[config.mk]
export PLATFORM = sky130hd
export DESIGN_NAME = mul_share_arbiter
export DESIGN_NICKNAME = d
export VERILOG_FILES = /design/src/rtl/mul_share_arbiter_pkg.sv /design/src/rtl/mul_share_arbiter_radix16.sv /design/src/rtl/mul_share_arbiter.sv
export SDC_FILE = /design/constraint.sdc
export NUM_CORES = 1
export LEC_CHECK = 0
export CORE_ASPECT_RATIO = 1.25
export CORE_MARGIN = 2
export CORE_UTILIZATION = 50
export CTS_BUF_LIST = sky130_fd_sc_hd__clkbuf_16
export CTS_CLUSTER_SIZE = 16
export DETAILED_ROUTE_END_ITERATION = 16
export PLACE_DENSITY = 0.76
export RECOVER_POWER = 25
export SLEW_MARGIN = 20
export SYNTH_ARGS = -nofsm -noshare
export SYNTH_HDL_FRONTEND = slang
export SYNTH_SLANG_ARGS = --single-unit
[constraint.sdc]
create_clock -name clock -period 11.7 [get_ports clock]
set_input_delay 1.755 -clock clock [delete_from_list [all_inputs] [get_ports clock]]
set_output_delay 1.755 -clock clock [all_outputs]
set_load 0.005 [all_outputs]
[src/rtl/mul_share_arbiter_pkg.sv]
// Shared FPU package for the multiplier-sharing arbiter.
//   mulArbState_t : arbiter state encoding
//   reqIdx_t      : requester index (two requesters)
//   MUL_LAT       : multiplier latency, start cycle to done, for the default width
//   mul_lat()     : the same latency for an arbitrary operand width
//   rr_pick()     : round-robin grant between the two requesters
package mul_share_arbiter_pkg;

  typedef enum logic [2:0] {
    ARB_IDLE,
    ARB_CLEAR,
    ARB_START,
    ARB_BUSY,
    ARB_RESP
  } mulArbState_t;

  typedef logic reqIdx_t;

  localparam int MUL_WIDTH_DEF = 24;
  localparam int MUL_LAT       = MUL_WIDTH_DEF / 4 + 3;

  function automatic int mul_lat(input int w);
    return w / 4 + 3;
  endfunction

  // One-hot grant. On a tie the requester that did not win last time wins.
  function automatic logic [1:0] rr_pick(input logic [1:0] v, input reqIdx_t last);
    logic [1:0] g;
    g = 2'b00;
    case (v)
      2'b01:   g = 2'b01;
      2'b10:   g = 2'b10;
      2'b11:   g = last ? 2'b01 : 2'b10;
      default: g = 2'b00;
    endcase
    return g;
  endfunction

endpackage

[src/rtl/mul_share_arbiter_radix16.sv]
// radix16Mult: iterative unsigned multiplier, one radix-16 digit of mulIn2 per cycle.
//   clock   : clock
//   reset   : synchronous active-high clear (also clears a sticky done)
//   start   : one-cycle pulse, samples mulIn1/mulIn2
//   mulIn1  : multiplicand, WIDTH bits
//   mulIn2  : multiplier, WIDTH bits
//   mulOut  : exact OUTWIDTH-bit product, valid while done is high
//   done    : rises mul_lat(WIDTH) cycles after the start cycle and stays high
//             until the next reset or start
module radix16Mult
  import mul_share_arbiter_pkg::*;
#(
  parameter int WIDTH    = 24,
  parameter int OUTWIDTH = 2 * WIDTH
) (
  input  logic                clock,
  input  logic                reset,
  input  logic                start,
  input  logic [WIDTH-1:0]    mulIn1,
  input  logic [WIDTH-1:0]    mulIn2,
  output logic [OUTWIDTH-1:0] mulOut,
  output logic                done
);

  localparam int NDIG = WIDTH / 4;
  localparam int LAT  = mul_lat(WIDTH);
  localparam int CW   = $clog2(LAT + 1);

  logic [OUTWIDTH-1:0] r_mcand;
  logic [OUTWIDTH-1:0] r_acc;
  logic [WIDTH-1:0]    r_mplier;
  logic [CW-1:0]       r_cnt;
  logic                r_run;
  logic                r_done;
  logic [OUTWIDTH-1:0] w_pp;

  // Partial product of the shifted multiplicand and the current low digit.
  assign w_pp = r_mcand * {{(OUTWIDTH-4){1'b0}}, r_mplier[3:0]};

  always_ff @(posedge clock) begin
    if (reset) begin
      r_mcand  <= '0;
      r_acc    <= '0;
      r_mplier <= '0;
      r_cnt    <= '0;
      r_run    <= 1'b0;
      r_done   <= 1'b0;
    end else if (start) begin
      r_mcand  <= {{(OUTWIDTH-WIDTH){1'b0}}, mulIn1};
      r_mplier <= mulIn2;
      r_acc    <= '0;
      r_cnt    <= '0;
      r_run    <= 1'b1;
      r_done   <= 1'b0;
    end else if (r_run) begin
      r_cnt <= r_cnt + CW'(1);
      if (r_cnt < CW'(NDIG)) begin
        r_acc    <= r_acc + w_pp;
        r_mcand  <= r_mcand << 4;
        r_mplier <= r_mplier >> 4;
      end
      // The digit loop finishes after NDIG cycles; the remaining counts pad
      // the operation out to the fixed latency callers are built around.
      if (r_cnt == CW'(LAT - 2)) begin
        r_run  <= 1'b0;
        r_done <= 1'b1;
      end
    end
  end

  assign mulOut = r_acc;
  assign done   = r_done;

endmodule

[src/rtl/mul_share_arbiter.sv]
// mul_share_arbiter: shares one radix16Mult between two requesters.
//   clock, reset          : clock, synchronous active-high reset
//   reqValid[1:0]         : requester i presents operands
//   reqReady[1:0]         : requester i accepted this cycle (one-hot or zero)
//   reqA0/reqB0, reqA1/reqB1 : operands per requester
//   respValid[1:0]        : product waiting for requester i
//   respReady[1:0]        : requester i takes the product
//   respProduct           : captured product, held until the next capture
//   busy                  : an operation is in flight
module mul_share_arbiter
  import mul_share_arbiter_pkg::*;
#(
  parameter int WIDTH    = 24,
  parameter int OUTWIDTH = 2 * WIDTH
) (
  input  logic                clock,
  input  logic                reset,
  input  logic [1:0]          reqValid,
  output logic [1:0]          reqReady,
  input  logic [WIDTH-1:0]    reqA0,
  input  logic [WIDTH-1:0]    reqB0,
  input  logic [WIDTH-1:0]    reqA1,
  input  logic [WIDTH-1:0]    reqB1,
  output logic [1:0]          respValid,
  input  logic [1:0]          respReady,
  output logic [OUTWIDTH-1:0] respProduct,
  output logic                busy
);

  mulArbState_t        r_state, w_next;
  reqIdx_t             r_lastGrant, r_owner;
  logic [1:0]          r_reqReady;
  logic [WIDTH-1:0]    r_opA, r_opB;
  logic [OUTWIDTH-1:0] r_prod;

  logic [1:0]          w_pick, w_accept;
  logic                w_acc, w_respFire;
  logic                w_mulReset, w_mulStart, w_mulDone;
  logic [OUTWIDTH-1:0] w_mulOut;

  // The grant is registered: it is computed from last cycle's reqValid and
  // presented only while the block sits in ARB_IDLE, so reqReady has no
  // combinational path from any input. A requester that drops valid while
  // granted simply transfers nothing.
  assign w_pick     = rr_pick(reqValid, r_lastGrant);
  assign w_accept   = (r_state == ARB_IDLE) ? (r_reqReady & reqValid) : 2'b00;
  assign w_acc      = |w_accept;
  assign w_respFire = (r_state == ARB_RESP) && respReady[r_owner];

  always_comb begin
    w_next = r_state;
    case (r_state)
      ARB_IDLE:  if (w_acc) w_next = ARB_CLEAR;
      ARB_CLEAR: w_next = ARB_START;
      ARB_START: w_next = ARB_BUSY;
      ARB_BUSY:  if (w_mulDone) w_next = ARB_RESP;
      ARB_RESP:  if (w_respFire) w_next = ARB_IDLE;
      default:   w_next = ARB_IDLE;
    endcase
  end

  always_ff @(posedge clock) begin
    if (reset) begin
      r_state     <= ARB_IDLE;
      r_lastGrant <= 1'b1;
      r_owner     <= 1'b0;
      r_reqReady  <= 2'b00;
      r_opA       <= '0;
      r_opB       <= '0;
      r_prod      <= '0;
    end else begin
      r_state    <= w_next;
      r_reqReady <= (w_next == ARB_IDLE) ? w_pick : 2'b00;
      if (w_acc) begin
        r_opA       <= w_accept[1] ? reqA1 : reqA0;
        r_opB       <= w_accept[1] ? reqB1 : reqB0;
        r_owner     <= w_accept[1];
        r_lastGrant <= w_accept[1];
      end
      if (r_state == ARB_BUSY && w_mulDone) r_prod <= w_mulOut;
    end
  end

  // The clear pulse drops any done left over from the previous operation.
  assign w_mulReset = reset | (r_state == ARB_CLEAR);
  assign w_mulStart = (r_state == ARB_START);

  radix16Mult #(
    .WIDTH    (WIDTH),
    .OUTWIDTH (OUTWIDTH)
  ) u_mult (
    .clock  (clock),
    .reset  (w_mulReset),
    .start  (w_mulStart),
    .mulIn1 (r_opA),
    .mulIn2 (r_opB),
    .mulOut (w_mulOut),
    .done   (w_mulDone)
  );

  assign reqReady    = r_reqReady;
  assign respValid   = (r_state == ARB_RESP) ? (r_owner ? 2'b10 : 2'b01) : 2'b00;
  assign respProduct = r_prod;
  assign busy        = (r_state != ARB_IDLE);

endmodule

### Word level (Yosys, flattened, before mapping)

Index checks and enable logic that the tools add are counted.

* flip-flop bits (word level): 229
* input bits: 102
* output and inout port bits: 53
* word-level logic and storage cells: 65

* add/sub/neg operators: 2
* $mul: 1
* $lt $le $gt $ge: 2
* eq/ne operators: 8
* muxes and demuxes: 22
* bitwise logic cells: 3
* reduce and logical (&&, ||, !) cells: 13

Operator list (count)
* $mux 24: 8
* $add 48x48->48: 1
* $mul 48x4->48: 1
* $pmux 3 s5: 1
* $mux 3: 3
* $mux 2: 4
* $eq 3x2->1 const B: 2
* $logic_not 3->1: 2
* $pmux 2 s3: 1
* $reduce_and 2->1: 3
* $reduce_or 2->1: 3
* $mux 1: 5
* $add 4x1->4 const B: 1
* $eq 2x2->1 const B: 2
* $eq 4x3->1 const B: 1
* $lt 4x3->1 const B: 1
* $reduce_bool 2->1: 2
* $eq 3x1->1 const B: 1
* $eq 3x3->1 const B: 1
* $reduce_bool 3->1: 1
* $and 2x2->2: 1
* $eq 2x1->1 const B: 1
* $logic_and 1x1->1: 2
* $lt 1x2->1 const B: 1
* other kinds (2): 2

### Depth between registers and ports, before layout

Gate-level depths: netlist (run 1).

* word-level depth: 8
* gate-level depth with buffers: 19

### Modules after synthesis

A second synthesis (run 1) with hierarchy kept.

* cells, all modules: 2135
* area, all modules: 16672.2 µm²

By module, submodules not included
* radix16Mult: instances 1, cells an instance 1595, area each 12309.3 µm², seq. area each 2522.4 µm²
* mul_share_arbiter: instances 1, cells an instance 540, area each 4362.9 µm², seq. area each 2062.0 µm²

### Worst setup path before layout (run 1)

No wires, ideal clock.

* path type: register to register
* from: reg u_mult.r_mplier[3]
* to: reg u_mult.r_acc[45], in the netlist u_mult.mulOut[45]
* library setup time: 127 ps
* arrival time: 4834 ps
* path slack: 6739 ps
* stages on the path, launching flop included: 19
* path buffers: 2
* clock period less this slack: 4961 ps
* path through: dfxtp_1 clkbuf_1 clkbuf_1 and2_1 fa_1 fa_1 inv_1 fa_1 inv_1 ha_1 and3_1 a221oi_2 o21a_1 and3b_1 a211oi_4 o41ai_4 a21oi_4 a2111oi_1 or3_1

* longest elaborated chain between the ends: 2

Ends and longest elaborated chain
* start: declaration: line mul_share_arbiter_radix16.sv:31 `logic [WIDTH-1:0] r_mplier;`
* start signal: assignment: line mul_share_arbiter_radix16.sv:50 `r_mplier <= mulIn2;`
* start signal: assignment: line mul_share_arbiter_radix16.sv:60 `r_mplier <= r_mplier >> 4;`
* $mul 48x4->48: line mul_share_arbiter_radix16.sv:38 `assign w_pp = r_mcand * {{(OUTWIDTH-4){1'b0}}, r_mplier[3:0]};`
* $add 48x48->48: line mul_share_arbiter_radix16.sv:58 `r_acc <= r_acc + w_pp;`
* end signal: assignment: line mul_share_arbiter_radix16.sv:58
* end: declaration: line mul_share_arbiter_radix16.sv:30 `logic [OUTWIDTH-1:0] r_acc;`

Every way passes these cells.
A chain may end at the register's enable or synchronous reset.

### Worst setup path in the final report (run 1)

* from: in reset
* to: reg u_mult.r_acc[47], in the netlist u_mult.mulOut[47]

* longest elaborated chain between the ends: 2

Ends and longest elaborated chain
* start: declaration: line mul_share_arbiter.sv:17 `input logic reset,`
* $or 1x1->1: line mul_share_arbiter.sv:85 `assign w_mulReset = reset | (r_state == ARB_CLEAR);`
* $reduce_or 2->1 (no line)

Every way passes these cells.

==> out/metrics.csv, run 1 <==
stage,metric,value,unit
outcome,status,finished with violations,
outcome,violations,"max-capacitance violations, max-slew violations",
timing,finalMaxSlewViolations,158,
synthesis,ys.warnings.count,0,
finish,antennaDiodeCount,0,
synthesis,synth_seq_cells,229,
timing,slew_headroom,-75.3,%
synthesis,synth_fa_ha_area_share,20.7,%
timing,finalCritPeriodShare,57.5,%
floorplan,start_util,50.7,%
synthesis,synth_top_family_by_area,simple AND/OR/NAND/NOR gates,
finish,fin_area,18600,um2
global_route,grt_max_degree,101,
critical_path,critical-path-max-stage-delay,1.63,ns
synthesis,synth_seq_area_share,28.4,%
timing,fmax,149,MHz
cts,postCtsSetupBuffers,0,
timing,clock_skew,0.0112,ns
finish,final_common_cell,nand2_1,
detailed_routing,drt_iter0_drc,913,
floorplan,core,31800,um2
cts,clk_pin_slew,0.06,ns
global_route,grt_overflow_total,0,
timing,period_needed,6.72,ns
detailed_routing,drt-vias-per-instance,5.39,
floorplan,dieArea,33700,um2
placement,io_buffers,154,
timing,setup_viol,0,
detailed_routing,vias,13700,
power,finalPower,1810,uW
placement,dpl.hpwl,27.9,mm
finish,layout_common_cells,"nand2_1 (439), dfxtp_1 (229), inv_1 (223)",
flow_run,drv_cap,3,
detailed_routing,drc_errors,0,
synthesis,synth_edf_count,0,
cts,cts.sinks,229,
synthesis,syn_avg_cell_area,7.87,um2
floorplan,num_rows,73,
critical_path,crit_type,input port to register,
critical_path,cp.arrival,7.16,ns
synthesis,yosys.area_share.simple,23.8,%
synthesis,syn_inst,2050,
floorplan,die_h,205,um
detailed_routing,ant_nets,0,
global_route,grt_util_all_layers,23.7,%
synthesis,syn-num-nets,2338,
placement,place_congestion,0.929,
synthesis,synth.area.mux_share,0.559,%
critical_path,startpoint,reset,
global_route,grt_pass1_wl,65.7,mm
cts,clock_latency,0.55,ns
critical_path,r2r_slack,6.21,ns
placement,placed_cell_area,17800,um2
global_route,antenna_found_initial,0,
cts,ctsHoldBuffers,0,
worst_hold_path,holdCritPathClass,register to register,
critical_path,worstSetupEndpointType,register,
floorplan,die_w,165,um
critical_path,setup.worst_path.start_class,input port,
timing,tightest_slew,2.63,ns
cts,cts_tree,yes,
power,irDropWorstVdd,0.0999,mV
detailed_routing,wl_per_cell,15.4,um
synthesis,synth_ff_type,dfxtp_1,
finish,drive_above_1_share,3.10,%
critical_path,crit_chain,clkbuf_1 > or2_1 > clkbuf_1 > nand2b_2 > buf_4 > or4_1 > a21o_1 > and4_1 > nand2_1,
power,p_leak,0.00777,uW
critical_path,path_common_cell,clkbuf_1,
cts,cts_buffers,25,
timing,hold_viol,0,
cts,clk_path_buf_depth,3,
finish,fin_nets,2398,
global_route,grt_pass1_vias,13400,
synthesis,synth_xor_area_share,2.28,%
cts,cts_root_buffer,clkbuf_16,
detailed_routing,finalWirelength,39.1,mm
critical_path,slowest_stage,clkbuf_1,
timing,rsz0062_at_grt,false,
cts,cts_resized,0,
synthesis,synth_compound_area_share,15.9,%
detailed_routing,firstDrtPassIters,5,
critical_path,cp_data_required_time,12.14,ns
synthesis,postSynth.asyncResetShare,0,%
power,power.density,97.4,nW/um2
critical_path,crit_fanout,58,
timing,final.setup.tns,0,ns
critical_path,regToRegStartpoint,u_mult.r_mplier[2],
finish,area_growth,15.4,%
cts,htree_num_levels,1,
floorplan,io_pins,155,
synthesis,synth.distinct_cells,63,
synthesis,netlist_area,16100,um2
worst_hold_path,min_from,respProduct[36],
flip-flops by register name (all words and copies together), names as in the netlist, 2 cells and up:
name,cells
respProduct,48
u_mult.mulOut,48
u_mult.r_mcand,48
r_opA,24
r_opB,24
u_mult.r_mplier,24
u_mult.r_cnt,4
r_state,3
reqReady,2
routing by layer:
metal / global-route usage, % / vias up / wire length, um
met2: 39.6 / 346 / 18500
met4: 7.24 / 0 / 1050
met5: 0 / - / 0
li1: - / 6798 / -
met3: 3.34 / 74 / 2030
met1: 31.7 / 6471 / 17600
cells in the mapped netlist (5+ instances only):
cell type	instances	share of area, %
fa_1	134	17
dfxtp_1	229	28
a21o_1	27	1.3
xor2_1	13	0.71
nand4_1	17	0.66
and3_1	16	0.62
a211oi_1	9	0.42
nand2_1	439	10
nor2_1	139	3.2
inv_1	220	5.1
xnor2_1	29	1.6
mux2i_1	9	0.56
clkbuf_1	125	2.9
o211ai_1	5	0.23
ha_1	52	4.0
a31oi_1	13	0.50
nand3_1	22	0.68
and2_1	172	6.7
nand2b_1	6	0.23
nor3_1	10	0.31
o21bai_1	5	0.23
a311oi_1	89	4.8
buf_1	10	0.23
nor2b_1	7	0.27
a21oi_1	152	4.7
a22oi_1	9	0.42
o21ai_0	33	1.0
logic make-up (layout without fill, tap and decap cells):
group,Yosys count,count (layout)
multiplexers,9,9
AO/OA/AOI/OAI,380,380
buffers and inverters,356,434
flip-flops,229,229
adder cells (fa/ha/maj),186,186
XOR/XNOR,42,42
AND/OR/NAND/NOR,848,848
area by class of cell:
class	count	area, um2
clock buffer	25	626
timing repair buffer	169	1640
multi-input combinational	1465	10300
sequential	229	4580
clock inverter	20	154
inverter	220	826
tap	412	515
fill	2886	13200
path summary, 6_finish.rpt:
kind | end | cells after the start
worst max-delay path | u_mult.mulOut[47] | 9
worst min-delay path | respProduct[36] | 2
worst max register to register | u_mult.mulOut[45] | 16
worst min register to register | respProduct[36] | 2
per-stage QoR:
| stage | hold slack (ns) | instances | util (%) | setup slack [ns] |
|---|---|---|---|---|
| after floorplan | 0.428 | 2050 | - | 6.74 |
| after global placement | 0.441 | 2495 | 56.1 | 6.37 |
| after detailed placement | 0.446 | 2495 | 56.1 | 6.27 |
| after CTS | 0.455 | 2540 | 58.5 | 6.25 |
| after global routing | 0.470 | 2540 | 58.6 | 4.54 |
| final | 0.452 | 2540 | 58.6 | 4.98 |
critical path, delay by kind of cell:
family	cells	cell delay (ns)
buffers and inverters	3	3.85
and+or+nand+nor	5	1.43
AOI/OAI and AO/OA	1	0.08
power by group:
| part | switching [uW] | internal, uW |
|---|---|---|
| clock | 332 | 433 |
| combinational | 131 | 77.4 |
| sequential | 29.3 | 810 |
| total | 492 | 1320 |
Power figures use the tool's default switching activity.
==> inputs of run 2 (changes only) <==
==> constraint.sdc (replaced) <==
create_clock -name clock -period 6.9 [get_ports clock]
set_input_delay 1.035 -clock clock [delete_from_list [all_inputs] [get_ports clock]]
set_output_delay 1.035 -clock clock [all_outputs]
set_load 0.005 [all_outputs]
==> run 2 against run 1 <==
  * The run still ends with max-capacitance violations, max-slew violations left
  * Sequential share of layout area down 0.086 points
  * Clock skew down 0.0020 ns
  * Critical endpoint is now u_mult.mulOut[45]
  * Clock-buffer cell count stayed put
  * Largest power group unchanged
  * Core utilization grew 0.20 points
  * Register-to-register slack worse by 5.0 ns
  * Final cell count increased by 0.12%
  * Critical path depth decreased by 1
  * First-iteration DRC count down 24%
  * Clock power increased by 75%
  * Cell area rose by 0.35%
  * Total power rose by 72%
==> out/metrics.csv, run 2 (same netlist as run 1, synthesis figures left out) <==
stage,metric,value,unit,change
outcome,status,finished with violations,,
outcome,violations,"max-capacitance violations, max-slew violations",,
detailed_routing,finalWirelength,39.2,mm,+0.23%
timing,tightest_slew,2.39,ns,-0.236 ns
floorplan,num_rows,73,,unchanged
detailed_routing,drc_errors,0,,unchanged
cts,htree_num_levels,1,,unchanged
placement,place_congestion,0.915,,-1.6%
detailed_routing,vias,13700,,-0.029%
detailed_routing,wl_per_cell,15.4,um,+0.11%
detailed_routing,drt-vias-per-instance,5.38,,-0.15%
critical_path,crit_chain,clkbuf_1 > or2_1 > clkbuf_1 > nand2b_2 > buf_4 > nor2_1 > a221o_1 > or3_1,,
power,p_int,2280,uW,+73%
power,swShare,26.9,%,-0.29 points
detailed_routing,drt_iter0_drc,695,,-24%
critical_path,setup.worst_path.start_class,input port,,
worst_hold_path,holdCritPathClass,register to register,,
power,comb_power_share,11.0,%,-0.5 points
timing,setup_ws,1.18,ns,-3.80 ns
timing,fmax,175,MHz,
finish,fin_area,18700,um2,+0.35%
placement,io_buffers,154,,unchanged
detailed_routing,firstDrtPassIters,7,,+2
global_route,grt_pass1_wl,65.4,mm,-0.43%
finish,layout_common_cells,"nand2_1 (439), dfxtp_1 (229), inv_1 (226)",,
power,pwr-share-seq,45.8,%,-0.5 points
timing,period_needed,5.72,ns,
power,p_switching,837,uW,+70%
floorplan,dieArea,33700,um2,unchanged
finish,fillers,2902,,+0.55%
critical_path,worstSetupEndpointType,register,,
timing,final.setup.tns,0,ns,unchanged
critical_path,critical-path-max-stage-delay,1.63,ns,about the same
cts,cts_root_buffer,clkbuf_16,,
global_route,grt_pass1_vias,13500,,+0.42%
floorplan,start_util,50.7,%,unchanged
cts,cts.sinks,229,,unchanged
power,irDropWorstVdd,0.135,mV,+35%
detailed_routing,ant_nets,0,,unchanged
placement,dp_worst_setup_slack,1.30,ns,-4.97 ns
critical_path,crit_fanout,51,,-12%
critical_path,cp.arrival,6.14,ns,-1.02 ns
finish,area_growth,15.8,%,
finish,antennaDiodeCount,0,,unchanged
floorplan,core,31800,um2,unchanged
critical_path,slowest_stage,clkbuf_1,,
timing,hold_viol,0,,unchanged
cts,cts_buffers,25,,unchanged
floorplan,die_h,205,um,unchanged
critical_path,path_common_cell,clkbuf_1,,
flow_run,drv_cap,3,,unchanged
placement,dpl.hpwl,28.5,mm,+2.2%
finish,drive_above_1_share,3.24,%,+0.14 points
power,power_frac_clock,43.1,%,+0.9 points
power,finalPower,3120,uW,+72%
power,power.density,167,nW/um2,+71%
finish,fin_util,58.8,%,+0.20 points
cts,postCtsSetupBuffers,0,,unchanged
cts,clock_latency,0.55,ns,about the same
finish,fin_nets,2400,,+0.083%
timing,clock_skew,0.00925,ns,-0.00198 ns
critical_path,cp_data_required_time,7.33,ns,-4.81 ns
finish,final_common_cell,nand2_1,,
cts,cts_tree,yes,,
timing,setup_viol,0,,unchanged
critical_path,cp_top_family,buffers and inverters,,
global_route,grt_max_degree,101,,unchanged
global_route,antenna_found_initial,0,,unchanged
cts,clk_path_buf_depth,3,,unchanged
global_route,grt_overflow_total,0,,unchanged
floorplan,io_pins,155,,unchanged
placement,placed_cell_area,17800,um2,about the same
cts,ctsHoldBuffers,0,,unchanged
cts,clk_pin_slew,0.06,ns,about the same
critical_path,crit_buf_inv,3,,unchanged
critical_path,crit_type,input port to register,,
timing,finalCritPeriodShare,82.9,%,
cts,cts_resized,0,,unchanged
global_route,grt_util_all_layers,23.7,%,+0.062 points
floorplan,die_w,165,um,unchanged
power,p_leak,0.00784,uW,+0.94%
timing,finalMaxSlewViolations,158,,unchanged
timing,slew_headroom,-59.5,%,+16 points
timing,rsz0062_at_grt,false,,
run 2: changes by cell type in the layout (fill, tap and decap cells not counted):
cell	previous run	this run
clkdlybuf4s50_1	153	144
dlygate4sd3_1	0	9
clkinv_1	7	4
inv_1	223	226
buf_16	0	1
buf_4	13	14
bufinv_16	2	3
clkinv_4	1	2
inv_6	2	1
run 2: metrics by stage:
step | std cells | hold WS, ns
3_3_place_gp | 2496 | 0.438
6_report | 2543 | 0.450
3_5_place_dp | 2496 | 0.446
2_1_floorplan | 2050 | 0.428
5_1_grt | 2543 | 0.468
4_1_cts | 2542 | 0.455
run 2: power by group through the flow:
stage	sequential, uW	clock (uW)	combinational [uW]
5_1_grt	1440	1420	382
2_1_floorplan	1430	0	225
3_3_place_gp	1450	0	337
4_1_cts	1430	1370	344
6_report	1430	1340	344
3_5_place_dp	1460	0	343
run 2: area by class of cell:
type | instances | area (um2) | area share (%)
multi-input cells | 1465 | 10300 | 55.0
flip-flops and latches | 229 | 4580 | 24.5
repair buffers | 171 | 1680 | 8.97
inverters | 220 | 826 | 4.42
clock buffers | 25 | 626 | 3.35
well taps | 412 | 515 | 2.76
clock inverters | 21 | 184 | 0.985
run 2: path summary, 6_finish.rpt:
check	from	endpoint	slack, ns	cells after the start
worst min register to register	respProduct[43]	respProduct[43]	0.45	2
worst max register to register	u_mult.r_mplier[3]	u_mult.mulOut[45]	1.23	16
worst max-delay path	reset	u_mult.mulOut[45]	1.18	8
worst min-delay path	respProduct[43]	respProduct[43]	0.45	2
run 2: worst min-delay path, delay by kind of cell, from the launching register on:
kind               cells  cell delay (ns)
DFF                    1             0.30
and+or+nand+nor        1             0.05
AOI/OAI and AO/OA      1             0.05
run 2: per-layer routing:
| layer | vias up | part of all wire, % | track usage, % |
|---|---|---|---|
| li1 | 6817 | - | - |
| met1 | 6431 | 44 | 31.4 |
| met2 | 366 | 47 | 40.0 |
| met3 | 71 | 5.5 | 2.92 |
| met4 | 0 | 2.7 | 8.20 |
| met5 | - | 0 | 0 |
==> inputs of run 3 (changes only) <==
==> constraint.sdc (replaced) <==
create_clock -name clock -period 5.7 [get_ports clock]
set_input_delay 0.855 -clock clock [delete_from_list [all_inputs] [get_ports clock]]
set_output_delay 0.855 -clock clock [all_outputs]
set_load 0.005 [all_outputs]
==> run 3 against run 2 <==
  * The flow still finishes with violations (max-capacitance violations, max-slew violations)
  * Clock-buffer cell count did not move
  * Routed wire length rose by 2.8%
  * Highest routed layer unchanged
  * First-iteration DRC count rose by 7.2%
  * Via count rose by 1.1%
  * Flip-flop and latch count did not move
  * Critical endpoint unchanged
  * Cell area barely moved
==> out/metrics.csv, run 3 (same netlist as run 1, synthesis figures left out) <==
stage,metric,value,unit,change
detailed_routing,ant_nets,0,,unchanged
critical_path,cp.arrival,5.71,ns,-0.43 ns
timing,final.setup.tns,0,ns,unchanged
timing,tightest_slew,2.23,ns,-0.164 ns
finish,drive_above_1_share,3.42,%,+0.18 points
global_route,busiest_layer,met2,,
detailed_routing,wl_per_cell,15.8,um,+2.6%
global_route,use_met3,3.00,%,+0.081 points
cts,htree_num_levels,1,,unchanged
detailed_routing,firstDrtPassIters,5,,-2
critical_path,worstSetupEndpointType,register,,
critical_path,cp_data_required_time,6.15,ns,-1.18 ns
power,p_leak,0.00787,uW,+0.33%
worst_hold_path,holdCritPathClass,register to register,,
cts,clk_pin_slew,0.06,ns,about the same
power,swShare,27.3,%,+0.47 points
cts,cts.sinks,229,,unchanged
finish,area_growth,15.8,%,about the same
floorplan,start_util,50.7,%,unchanged
power,pwr-share-seq,46.0,%,+0.2 points
detailed_routing,drt_iter0_drc,745,,+7.2%
floorplan,dieArea,33700,um2,unchanged
power,power_frac_clock,42.4,%,-0.7 points
cts,ctsHoldBuffers,0,,unchanged
floorplan,io_pins,155,,unchanged
outcome,violations,"max-capacitance violations, max-slew violations",,
power,irDropWorstVdd,0.280,mV,+110%
timing,rsz0062_at_grt,false,,
critical_path,crit_fanout,31,,-39%
cts,clk_path_buf_depth,3,,unchanged
global_route,use_met1,32.0,%,+0.55 points
timing,finalCritPeriodShare,92.3,%,
timing,slew_headroom,-48.6,%,+11 points
timing,setup_viol,0,,unchanged
finish,layout_common_cells,"nand2_1 (439), dfxtp_1 (229), inv_1 (223)",,
global_route,grt_overflow_total,0,,unchanged
cts,cts_root_buffer,clkbuf_16,,
floorplan,die_h,205,um,unchanged
power,p_int,2720,uW,+19%
cts,cts_resized,0,,unchanged
timing,finalMaxSlewViolations,93,,-41%
global_route,antenna_found_initial,0,,unchanged
power,power.density,201,nW/um2,+20%
detailed_routing,drc_errors,0,,unchanged
power,comb_power_share,11.5,%,+0.5 points
detailed_routing,drt-vias-per-instance,5.43,,+0.94%
placement,place_congestion,0.891,,-2.5%
flow_run,drv_cap,2,,-1
outcome,status,finished with violations,,
global_route,grt_pass1_wl,67.6,mm,+3.3%
finish,fillers,2935,,+1.1%
critical_path,crit_type,register to register,,
finish,antennaDiodeCount,0,,unchanged
floorplan,num_rows,73,,unchanged
cts,cts_tree,yes,,
detailed_routing,finalWirelength,40.3,mm,+2.8%
placement,io_buffers,154,,unchanged
global_route,grt_use_met2,42.4,%,+2.4 points
cts,cts_buffers,25,,unchanged
timing,fmax,190,MHz,
floorplan,die_w,165,um,unchanged
global_route,grt_util_all_layers,24.5,%,+0.74 points
timing,hold_viol,0,,unchanged
cts,clock_latency,0.56,ns,about the same
finish,fin_nets,2405,,+0.21%
finish,final_common_cell,nand2_1,,
global_route,grt_max_degree,101,,unchanged
timing,clock_skew,0.0219,ns,+0.0127 ns
timing,period_needed,5.26,ns,
floorplan,core,31800,um2,unchanged
power,p_switching,1020,uW,+22%
cts,postCtsSetupBuffers,0,,unchanged
detailed_routing,vias,13800,,+1.1%
global_route,grt_pass1_vias,13800,,+2.1%
critical_path,setup.worst_path.start_class,register,,
timing,setup_ws,0.439,ns,-0.743 ns
placement,dp_worst_setup_slack,0.448,ns,-0.853 ns
placement,dpl.hpwl,29.7,mm,+4.0%
[run 3: cell types whose count changed in the layout (fill, tap and decap cells not counted), moves of 3 or more]
cell / delta
inv_1: -3
clkinv_1: +3
clkdlybuf4s50_1: -5
buf_4: +8
dlygate4sd3_1: +5
[run 3: stage by stage]
stage	cells	total power [uW]	instance area, um2	hold slack, ns	util (%)
detailed placement	2502	2190	17900	0.446	56.2
floorplan	2050	2000	16100	0.428	-
finish	2548	3740	18700	0.449	58.7
global route	2548	3900	18700	0.470	58.7
global placement	2502	2180	17900	0.439	56.2
CTS	2548	3780	18700	0.454	58.7
[run 3: per-layer routing]
layer / wire length (um) / vias to the layer above
met5: 0 / -
met4: 1060 / 0
met3: 1940 / 77
met2: 19400 / 353
met1: 17900 / 6598
li1: - / 6813
[run 3: final timing paths]
check / to / from / cells past startpoint / slack [ns]
setup / recovery: u_mult.mulOut[45] / u_mult.r_mplier[1] / 16 / 0.44
hold / removal: respProduct[24] / respProduct[24] / 2 / 0.45
setup reg to reg: u_mult.mulOut[45] / u_mult.r_mplier[1] / 16 / 0.44
hold reg to reg: respProduct[24] / respProduct[24] / 2 / 0.45
[run 3: worst max-delay path, cell delays in order (launching register included)]
cell       delay (ns)
dfxtp_1          0.41
buf_4            0.31
nand2_1          0.11
fa_1             0.47
fa_1             0.52
fa_1             0.55
inv_1            0.04
ha_1             0.35
a21o_1           0.23
a221oi_2         0.41
o21a_1           0.23
and3b_1          0.24
a211oi_4         0.37
o41ai_4          0.17
a21oi_4          0.24
a2111oi_1        0.11
or3_1            0.37
[run 3: power by group through the flow]
stage                     sequential [uW]  clock [uW]  combinational (uW)
after global placement               1760           0                 424
after CTS                            1720        1620                 434
final                                1720        1590                 432
after detailed placement             1760           0                 432
after global routing                 1730        1690                 477
after floorplan                      1730           0                 272
[run 3: final cells by class]
type                    instances  area [um2]  share of cell area [%]
multi-input cells            1465       10300                    54.9
flip-flops and latches        229        4580                    24.6
repair buffers                176        1700                    9.11
clock buffers                  25         626                    3.35
well taps                     412         515                    2.76
inverters                     220         826                    4.42
clock inverters                21         166                   0.891
